**config.mk**
```make
export PLATFORM = sky130hd
export DESIGN_NAME = pipe_stage_reg
export DESIGN_NICKNAME = d
export VERILOG_FILES = /design/src/rtl/pipe_stage_reg.sv
export SDC_FILE = /design/constraint.sdc
export NUM_CORES = 1
export LEC_CHECK = 0
export ABC_CLOCK_PERIOD_IN_PS = 2800
export CAP_MARGIN = 20
export CORE_UTILIZATION = 45
export DETAILED_ROUTE_END_ITERATION = 10
export GPL_TIMING_DRIVEN = 0
export PLACE_DENSITY_LB_ADDON = 0.12
export SYNTH_ARGS = -nofsm -noshare
export SYNTH_HDL_FRONTEND = slang
export SYNTH_SLANG_ARGS = --single-unit
```
**constraint.sdc**
```tcl
create_clock -name clk -period 2.8 [get_ports clk]
set_clock_uncertainty 0.2 [all_clocks]
set_input_delay 0.42 -clock clk [delete_from_list [all_inputs] [get_ports clk]]
set_output_delay 0.42 -clock clk [all_outputs]
set_load 0.02 [all_outputs]
```
**src/rtl/pipe_stage_reg.sv**
```systemverilog
// Pipeline stage register with valid/ready handshake: a main entry that drives
// the outputs, plus an optional skid entry that lets inReady come from a flop.
module pipe_stage_reg #(
  parameter int unsigned DATA_W      = 134,
  parameter int unsigned SKID        = 1,
  parameter int unsigned BUBBLE_ZERO = 1
) (
  input  logic              clk,
  input  logic              rst_n,
  input  logic              flush,
  input  logic              inValid,
  output logic              inReady,
  input  logic [DATA_W-1:0] inData,
  output logic              outValid,
  input  logic              outReady,
  output logic [DATA_W-1:0] outData,
  output logic [1:0]        occupancy
);

  logic              main_vld_p1;
  logic [DATA_W-1:0] main_data_p1;
  logic              skid_vld_p1;

  logic              accept;
  logic              issue;
  logic              main_free;

  logic              main_vld_d;
  logic              main_load;
  logic [DATA_W-1:0] main_data_d;

  function automatic logic [DATA_W-1:0] bubble_mask(
    input logic              vld,
    input logic [DATA_W-1:0] data
  );
    if ((BUBBLE_ZERO != 0) && !vld) begin
      return '0;
    end
    return data;
  endfunction

  assign accept    = inValid & inReady;
  assign issue     = main_vld_p1 & outReady;
  assign main_free = ~main_vld_p1 | issue;

  generate
    if (SKID != 0) begin : g_skid
      logic              skid_vld_d;
      logic              skid_load;
      logic              ready_q;
      logic [DATA_W-1:0] skid_data_p1;

      always_comb begin
        main_vld_d  = main_vld_p1;
        main_load   = 1'b0;
        main_data_d = skid_data_p1;
        skid_vld_d  = skid_vld_p1;
        skid_load   = 1'b0;
        if (flush) begin
          main_vld_d = 1'b0;
          skid_vld_d = 1'b0;
        end else if (main_free) begin
          // The older skid entry always wins the main slot to keep arrival order.
          if (skid_vld_p1) begin
            main_load   = 1'b1;
            main_vld_d  = 1'b1;
            main_data_d = skid_data_p1;
            skid_vld_d  = accept;
            skid_load   = accept;
          end else if (accept) begin
            main_load   = 1'b1;
            main_vld_d  = 1'b1;
            main_data_d = inData;
          end else begin
            main_vld_d = 1'b0;
          end
        end else if (accept) begin
          skid_load  = 1'b1;
          skid_vld_d = 1'b1;
        end
      end

      // Skid entry and its registered ready
      always_ff @(posedge clk or negedge rst_n) begin
        if (!rst_n) begin
          skid_vld_p1  <= 1'b0;
          skid_data_p1 <= '0;
          ready_q      <= 1'b1;
        end else begin
          skid_vld_p1 <= skid_vld_d;
          ready_q     <= ~skid_vld_d;
          if (skid_load) begin
            skid_data_p1 <= inData;
          end
        end
      end

      assign inReady = ready_q;

`ifndef SYNTHESIS
      a_skid_behind_main: assert property (@(posedge clk) disable iff (!rst_n)
        skid_vld_p1 |-> main_vld_p1);
      a_ready_tracks_skid: assert property (@(posedge clk) disable iff (!rst_n)
        inReady == !skid_vld_p1);
`endif
    end else begin : g_single
      always_comb begin
        main_vld_d  = main_vld_p1;
        main_load   = 1'b0;
        main_data_d = inData;
        if (flush) begin
          main_vld_d = 1'b0;
        end else if (main_free) begin
          main_vld_d = accept;
          main_load  = accept;
        end
      end

      assign skid_vld_p1 = 1'b0;
      assign inReady     = main_free;
    end
  endgenerate

  // Main entry, drives the outputs
  always_ff @(posedge clk or negedge rst_n) begin
    if (!rst_n) begin
      main_vld_p1  <= 1'b0;
      main_data_p1 <= '0;
    end else begin
      main_vld_p1 <= main_vld_d;
      if (main_load) begin
        main_data_p1 <= main_data_d;
      end
    end
  end

  assign outValid  = main_vld_p1;
  assign outData   = bubble_mask(main_vld_p1, main_data_p1);
  assign occupancy = {1'b0, main_vld_p1} + {1'b0, skid_vld_p1};

`ifndef SYNTHESIS
  a_occupancy_bound: assert property (@(posedge clk) disable iff (!rst_n)
    occupancy <= ((SKID != 0) ? 2'd2 : 2'd1));
`endif

endmodule

```
# Word-level counts from Yosys, hierarchy flattened
# Index checks and enable logic that the tools add are counted.
dict set report classes {
  add_sub_neg 1
  n_mux 17
  n_bitwise 5
  reduce_logical 1
}
# cell count
set ops {}
lappend ops {{134-bit 2-to-1 mux} 5}
lappend ops {{1-bit 2-to-1 mux} 12}
lappend ops {{1-bit by 1-bit adder with 2-bit output} 1}
lappend ops {{1-bit AND} 2}
lappend ops {{1-bit NOT} 2}
lappend ops {{2-bit nonzero test} 1}
lappend ops {{1-bit bitwise OR} 1}
dict set report totals {
  ff_bits 271
  in_bits 139
  out_inout_bits 138
}

# Depth between registers and ports, before layout
dict set report logic_depth {
  ltp_word 5
  ltp_mapped 8
  ltp_nobuf 3
}

# Worst setup path after synthesis
# No wires, ideal clock.
dict set report synth_path {
  path_type {reg-to-reg}
  from {register g_skid.ready_q (netlist: inReady)}
  to {register main_data_p1[102]}
  setup_time_ps 141
  arrival_ps 1709
  setup_slack_ps 750
  path_stages_with_launch 8
  path_cell_list {dfstp_2 -> a21o_1 -> buf_2 -> and3_1 -> buf_4 -> buf_2 -> clkbuf_1 -> a31oi_1}
}
dict set report synth_between {
  elab_chain_len 5
  word_cells_on_any_way 9
}
# item line_no
set synth_rtl {}
lappend synth_rtl {{start: declaration} 50} ;# logic ready_q;
lappend synth_rtl {{start signal: assignment} 91} ;# ready_q <= ~skid_vld_d;
lappend synth_rtl {{1-bit AND *} 42} ;# assign accept = inValid & inReady;
lappend synth_rtl {{134-bit 2-to-1 mux or 1-bit 2-to-1 mux (tied branches)} 70} ;# end else if (accept) begin
lappend synth_rtl {{134-bit 2-to-1 mux or 1-bit 2-to-1 mux (tied branches)} 64} ;# if (skid_vld_p1) begin
lappend synth_rtl {{134-bit 2-to-1 mux or 1-bit 2-to-1 mux (tied branches)} 62} ;# end else if (main_free) begin
lappend synth_rtl {{134-bit 2-to-1 mux or 1-bit 2-to-1 mux (tied branches)} 59} ;# if (flush) begin
lappend synth_rtl {{end signal: assignment} 132} ;# main_data_p1 <= main_data_d;
lappend synth_rtl {{end: declaration} 21} ;# logic [DATA_W-1:0] main_data_p1;
# Mark *: on every way between the ends. The rest lies on a longest branch, timed or not.
# A chain may end at the register's enable or synchronous reset.

# Worst setup path after layout
dict set report layout_path {
  from {register main_vld_p1 (netlist: outValid)}
  to {output port outData[65]}
}
dict set report layout_between {
  elab_chain_len 1
}
# item line_no
set layout_rtl {}
lappend layout_rtl {{start: declaration} 20} ;# logic main_vld_p1;
lappend layout_rtl {{start signal: assignment} 130} ;# main_vld_p1 <= main_vld_d;
lappend layout_rtl {{134-bit 2-to-1 mux} 39} ;# return data;
lappend layout_rtl {{end: declaration} 16} ;# output logic [DATA_W-1:0] outData,
# Every way passes these cells.

==> Flow_metrics.wiki <==
{| class="wikitable"
! Metric !! Value
|-
| Outcome || complete, no violations
|-
| Flop-to-flop setup slack || about 95 ps
|-
| Number of nets at the end of the flow || about 1.7k
|-
| Flip-flop cell with the highest count after synthesis || sky130_fd_sc_hd__dfrtp_1
|-
| Area overhead of the layout relative to synthesis || 30.9%
|-
| Share of the synthesized netlist area taken by xor and xnor gates || 0%
|-
| Number of top-level pins || 277
|-
| Final routed wire length divided by cell count || about 21 um
|-
| TritonRoute pass-1 iters || 5
|-
| Synthesized cell area || between 10,000 and 15,000 um^2
|-
| Clock latency on the worst-skew pair || 570 ps
|-
| Part of the cycle the worst path needs || a little over nine tenths
|-
| Synth Net Count || 1,408
|-
| Endpoints failing setup || 0
|-
| TritonCTS clock tree || built
|-
| Total number of H-tree levels || 1
|-
| Dominant combinational cell family by area after synthesis || compound AO/OA/AOI/OAI gates
|-
| Deepest clock path buffer count || 3
|-
| CP Capture Type || output pin
|-
| Via density per instance || approximately 6
|-
| Share of Yosys cell area claimed by the top area cell type || 48.2%
|-
| Max FO, Critical Path || 10
|-
| First-iteration detailed-routing DRC count || 815
|-
| Wire length of the first global-routing pass || between 60 and 70 mm
|-
| Most instantiated library cell after synthesis || sky130_fd_sc_hd__dfrtp_1
|-
| Basic-gate share of the synthesized area counting and, or, nand and nor cells || 16.0%
|-
| Multiplexer area fraction after synthesis || a little over a tenth
|-
| Worst EP required || between 2000 and 2500 ps
|-
| Area share of fa/ha/maj cells after synthesis || 0.0892%
|-
| RePlAce Congestion || approximately 0.85
|-
| Post-synthesis register bit count || 271
|-
| Final design utilization || between 50% and 60%
|-
| Library cells used by synthesis || 25
|-
| Pwr/cell area || around 690 nW/um^2
|-
| Commonest cells post-synth || sky130_fd_sc_hd__dfrtp_1 (270), sky130_fd_sc_hd__a31oi_1 (269), sky130_fd_sc_hd__and2_1 (134), sky130_fd_sc_hd__mux2_2 (134), sky130_fd_sc_hd__o31ai_1 (134)
|-
| Antenna violations before repair || 4
|-
| Crit path time final || around 2700 ps
|-
| Path class of the lowest-slack min-delay path || primary input to asynchronous set/reset pin
|-
| Relative slew slack || between 50% and 60%
|-
| Sequential fraction of the synthesis area || roughly half
|-
| Count of final hold-check violations || 0
|-
| Static Leakage || ~7.6 nW
|-
| Critical path class || flip-flop to output pin
|-
| Largest area contributor in the synthesized netlist || sky130_fd_sc_hd__dfrtp_1
|-
| Max Slew Vio Count || 0
|-
| Maximum number of pins on one net before global-route repair || between 100 and 150
|-
| Detailed-route DRC error count || 0
|-
| Vert. Die Dim || ~180 um
|-
| Number of buffers added on ports || between 200 and 300
|-
| Count of maximum capacitance violations || 0
|-
| Synthesized netlist cell count || 1,268
|-
| Average cell area after synthesis || 11.1 um^2
|-
| Worst vdd rail ir drop || 0.499 mV
|-
| Antenna viol nets, final || 0
|-
| Die boundary width || roughly 180 um
|-
| Total routed wirelength || ~42 mm
|-
| Starting density of the core || between 40% and 50%
|-
| Total via count after detailed routing || roughly 12k
|-
| Cell types with the largest area share after synthesis || sky130_fd_sc_hd__dfrtp_1 (48%), sky130_fd_sc_hd__a31oi_1 (12%), sky130_fd_sc_hd__mux2_2 (11%)
|-
| DIE AREA || about 32,000 um^2
|-
| Fraction of the mapped netlist area in compound gates || roughly a fifth
|-
| Inserted Clock Buffers || 31
|-
| Crit path launch type || flip-flop
|-
| Final HPWL from detailed placement || just under 30 mm
|-
| Placement Rows || 64
|-
| Share of async-settable or async-resettable flops after synthesis || between 90% and 100%
|-
| Layout cells sized above 1 || between 10% and 20%
|-
| Clock tree root buffer cell || sky130_fd_sc_hd__clkbuf_16
|-
| Filler Cells Inserted || roughly 2.7k
|-
| Total congestion overflow after global routing || 0
|-
| Fmax || around 370 MHz
|-
| TNS Setup || 0 ps
|-
| Clock transition at the registers of the reported paths || roughly 60 ps
|-
| Count of warnings emitted by yosys || 0
|-
| Clock net sink count || ~270
|-
| Transition time of the tightest slew-check pin || between 600 and 700 ps
|-
| Count of flip-flops with a built-in enable after synthesis || 0
|-
| Setup repair after global routing missed its margin || no
|-
| Area of the core || about 31,000 um^2
|-
| Arrival time of data at the critical path endpoint || around 2100 ps
|-
| GRT Util Overall || approximately a quarter
|-
| Vias in the first global route || 11.7k
|}
==> path summary, 6_finish.rpt <==
path / start / cells past startpoint / endpoint
max: outValid$_DFFE_PN0P_ / 4 / outData[65]
min: rst_n / 2 / main_data_p1[28]$_DFFE_PN0P_
max reg2reg: skid_vld_p1$_DFF_PN0_ / 6 / main_data_p1[77]$_DFFE_PN0P_
min reg2reg: g_skid.skid_data_p1[37]$_DFFE_PN0P_ / 1 / g_skid.skid_data_p1[37]$_DFFE_PN0P_
max in group asynchronous: rst_n / 4 / main_data_p1[86]$_DFFE_PN0P_
min in group clk: inData[5] / 2 / g_skid.skid_data_p1[5]$_DFFE_PN0P_
==> per-stage QoR <==
stage               instance area, um^2  hold slack (ps)  power [W]  instances  worst slack (ps)
finish                            18400              204     0.0127       2005              95.3
global route                      18400              261     0.0134       2005              3.29
CTS                               18300              242     0.0128       2002              6.10
detailed placement                17300              224    0.00880       1942              -398
global placement                  17300              286    0.00870       1940            -10630
floorplan                         14000            -75.6    0.00745       1268               750
==> worst max-delay path: stages, from the launching register on <==
cell	delay, ps
sky130_fd_sc_hd__dfrtp_1	360
sky130_fd_sc_hd__buf_6	180
sky130_fd_sc_hd__clkbuf_2	220
sky130_fd_sc_hd__and2_1	150
sky130_fd_sc_hd__clkdlybuf4s50_1	600
==> final cells by class <==
class	instances	area [um^2]	share of cell area [%]
Clock inverter	13	98.8	0.538
Multi-Input combinational cell	817	6480	35.3
Tap cell	396	495	2.70
Inverter	2	7.51	0.0409
Sequential cell	271	6780	36.9
Timing Repair Buffer	280	2780	15.1
Clock buffer	45	928	5.05
Antenna cell	3	7.51	0.0409
Buffer	178	795	4.33
==> routing by layer <==
metal  track usage (%)  part of all wire [%]
met4              9.60                   3.5
met5                 0                 0.031
met1              36.0                    43
met3              4.54                   7.3
met2              41.8                    46
==> state kept, by name, indices dropped and copies added (netlist names) <==
name,count
g_skid.skid_data_p1,134
outValid,1
inReady,1
skid_vld_p1,1
main_data_p1,134
==> cells by family (layout without fill, tap and decap cells) <==
kind of cell,after synthesis,after routing
flip-flops,271,271
adder cells (fa/ha/maj),1,1
multiplexers,134,134
other,0,3
AO/OA/AOI/OAI,407,407
buffers and inverters,180,518
AND/OR/NAND/NOR,275,275
==> repair_timing <==
action,CTS,global route
gates resized for setup,94,17
setup endpoints to repair,147,50
hold buffers,1,0
buffers inserted,1,0
endpoints found under the hold margin,76,0
==> layout by cell type (no fill, tap or decap), types with 2 or more instances in the layout <==
| cell type | synthesis | routed |
|---|---|---|
| sky130_fd_sc_hd__dlymetal6s2s_1 | 0 | 9 |
| sky130_fd_sc_hd__diode_2 | 0 | 3 |
| sky130_fd_sc_hd__clkbuf_1 | 127 | 115 |
| sky130_fd_sc_hd__o31ai_1 | 134 | 134 |
| sky130_fd_sc_hd__buf_16 | 0 | 2 |
| sky130_fd_sc_hd__or4b_1 | 132 | 132 |
| sky130_fd_sc_hd__dfrtp_1 | 270 | 270 |
| sky130_fd_sc_hd__dlygate4sd2_1 | 0 | 70 |
| sky130_fd_sc_hd__buf_4 | 7 | 8 |
| sky130_fd_sc_hd__buf_1 | 9 | 9 |
| sky130_fd_sc_hd__clkinvlp_4 | 0 | 2 |
| sky130_fd_sc_hd__and2_1 | 134 | 134 |
| sky130_fd_sc_hd__or4b_2 | 2 | 2 |
| sky130_fd_sc_hd__a31oi_1 | 269 | 269 |
| sky130_fd_sc_hd__buf_2 | 25 | 25 |
| sky130_fd_sc_hd__mux2_2 | 134 | 134 |
| sky130_fd_sc_hd__clkbuf_16 | 0 | 31 |
| sky130_fd_sc_hd__clkbuf_8 | 0 | 11 |
| sky130_fd_sc_hd__nand2_1 | 2 | 2 |
| sky130_fd_sc_hd__a21o_1 | 3 | 3 |
| sky130_fd_sc_hd__buf_6 | 4 | 4 |
| sky130_fd_sc_hd__clkinv_2 | 0 | 9 |
| sky130_fd_sc_hd__clkdlybuf4s50_1 | 0 | 193 |
| sky130_fd_sc_hd__clkbuf_2 | 6 | 20 |
| sky130_fd_sc_hd__clkdlybuf4s15_2 | 0 | 3 |
==> report_power, final <==
group	switching, W	internal (W)
Combinational	0.00153	0.00160
Sequential	0.000570	0.00497
Clock	0.00166	0.00238
Total	0.00376	0.00894
Note: power is estimated with default switching activity, not from simulation.
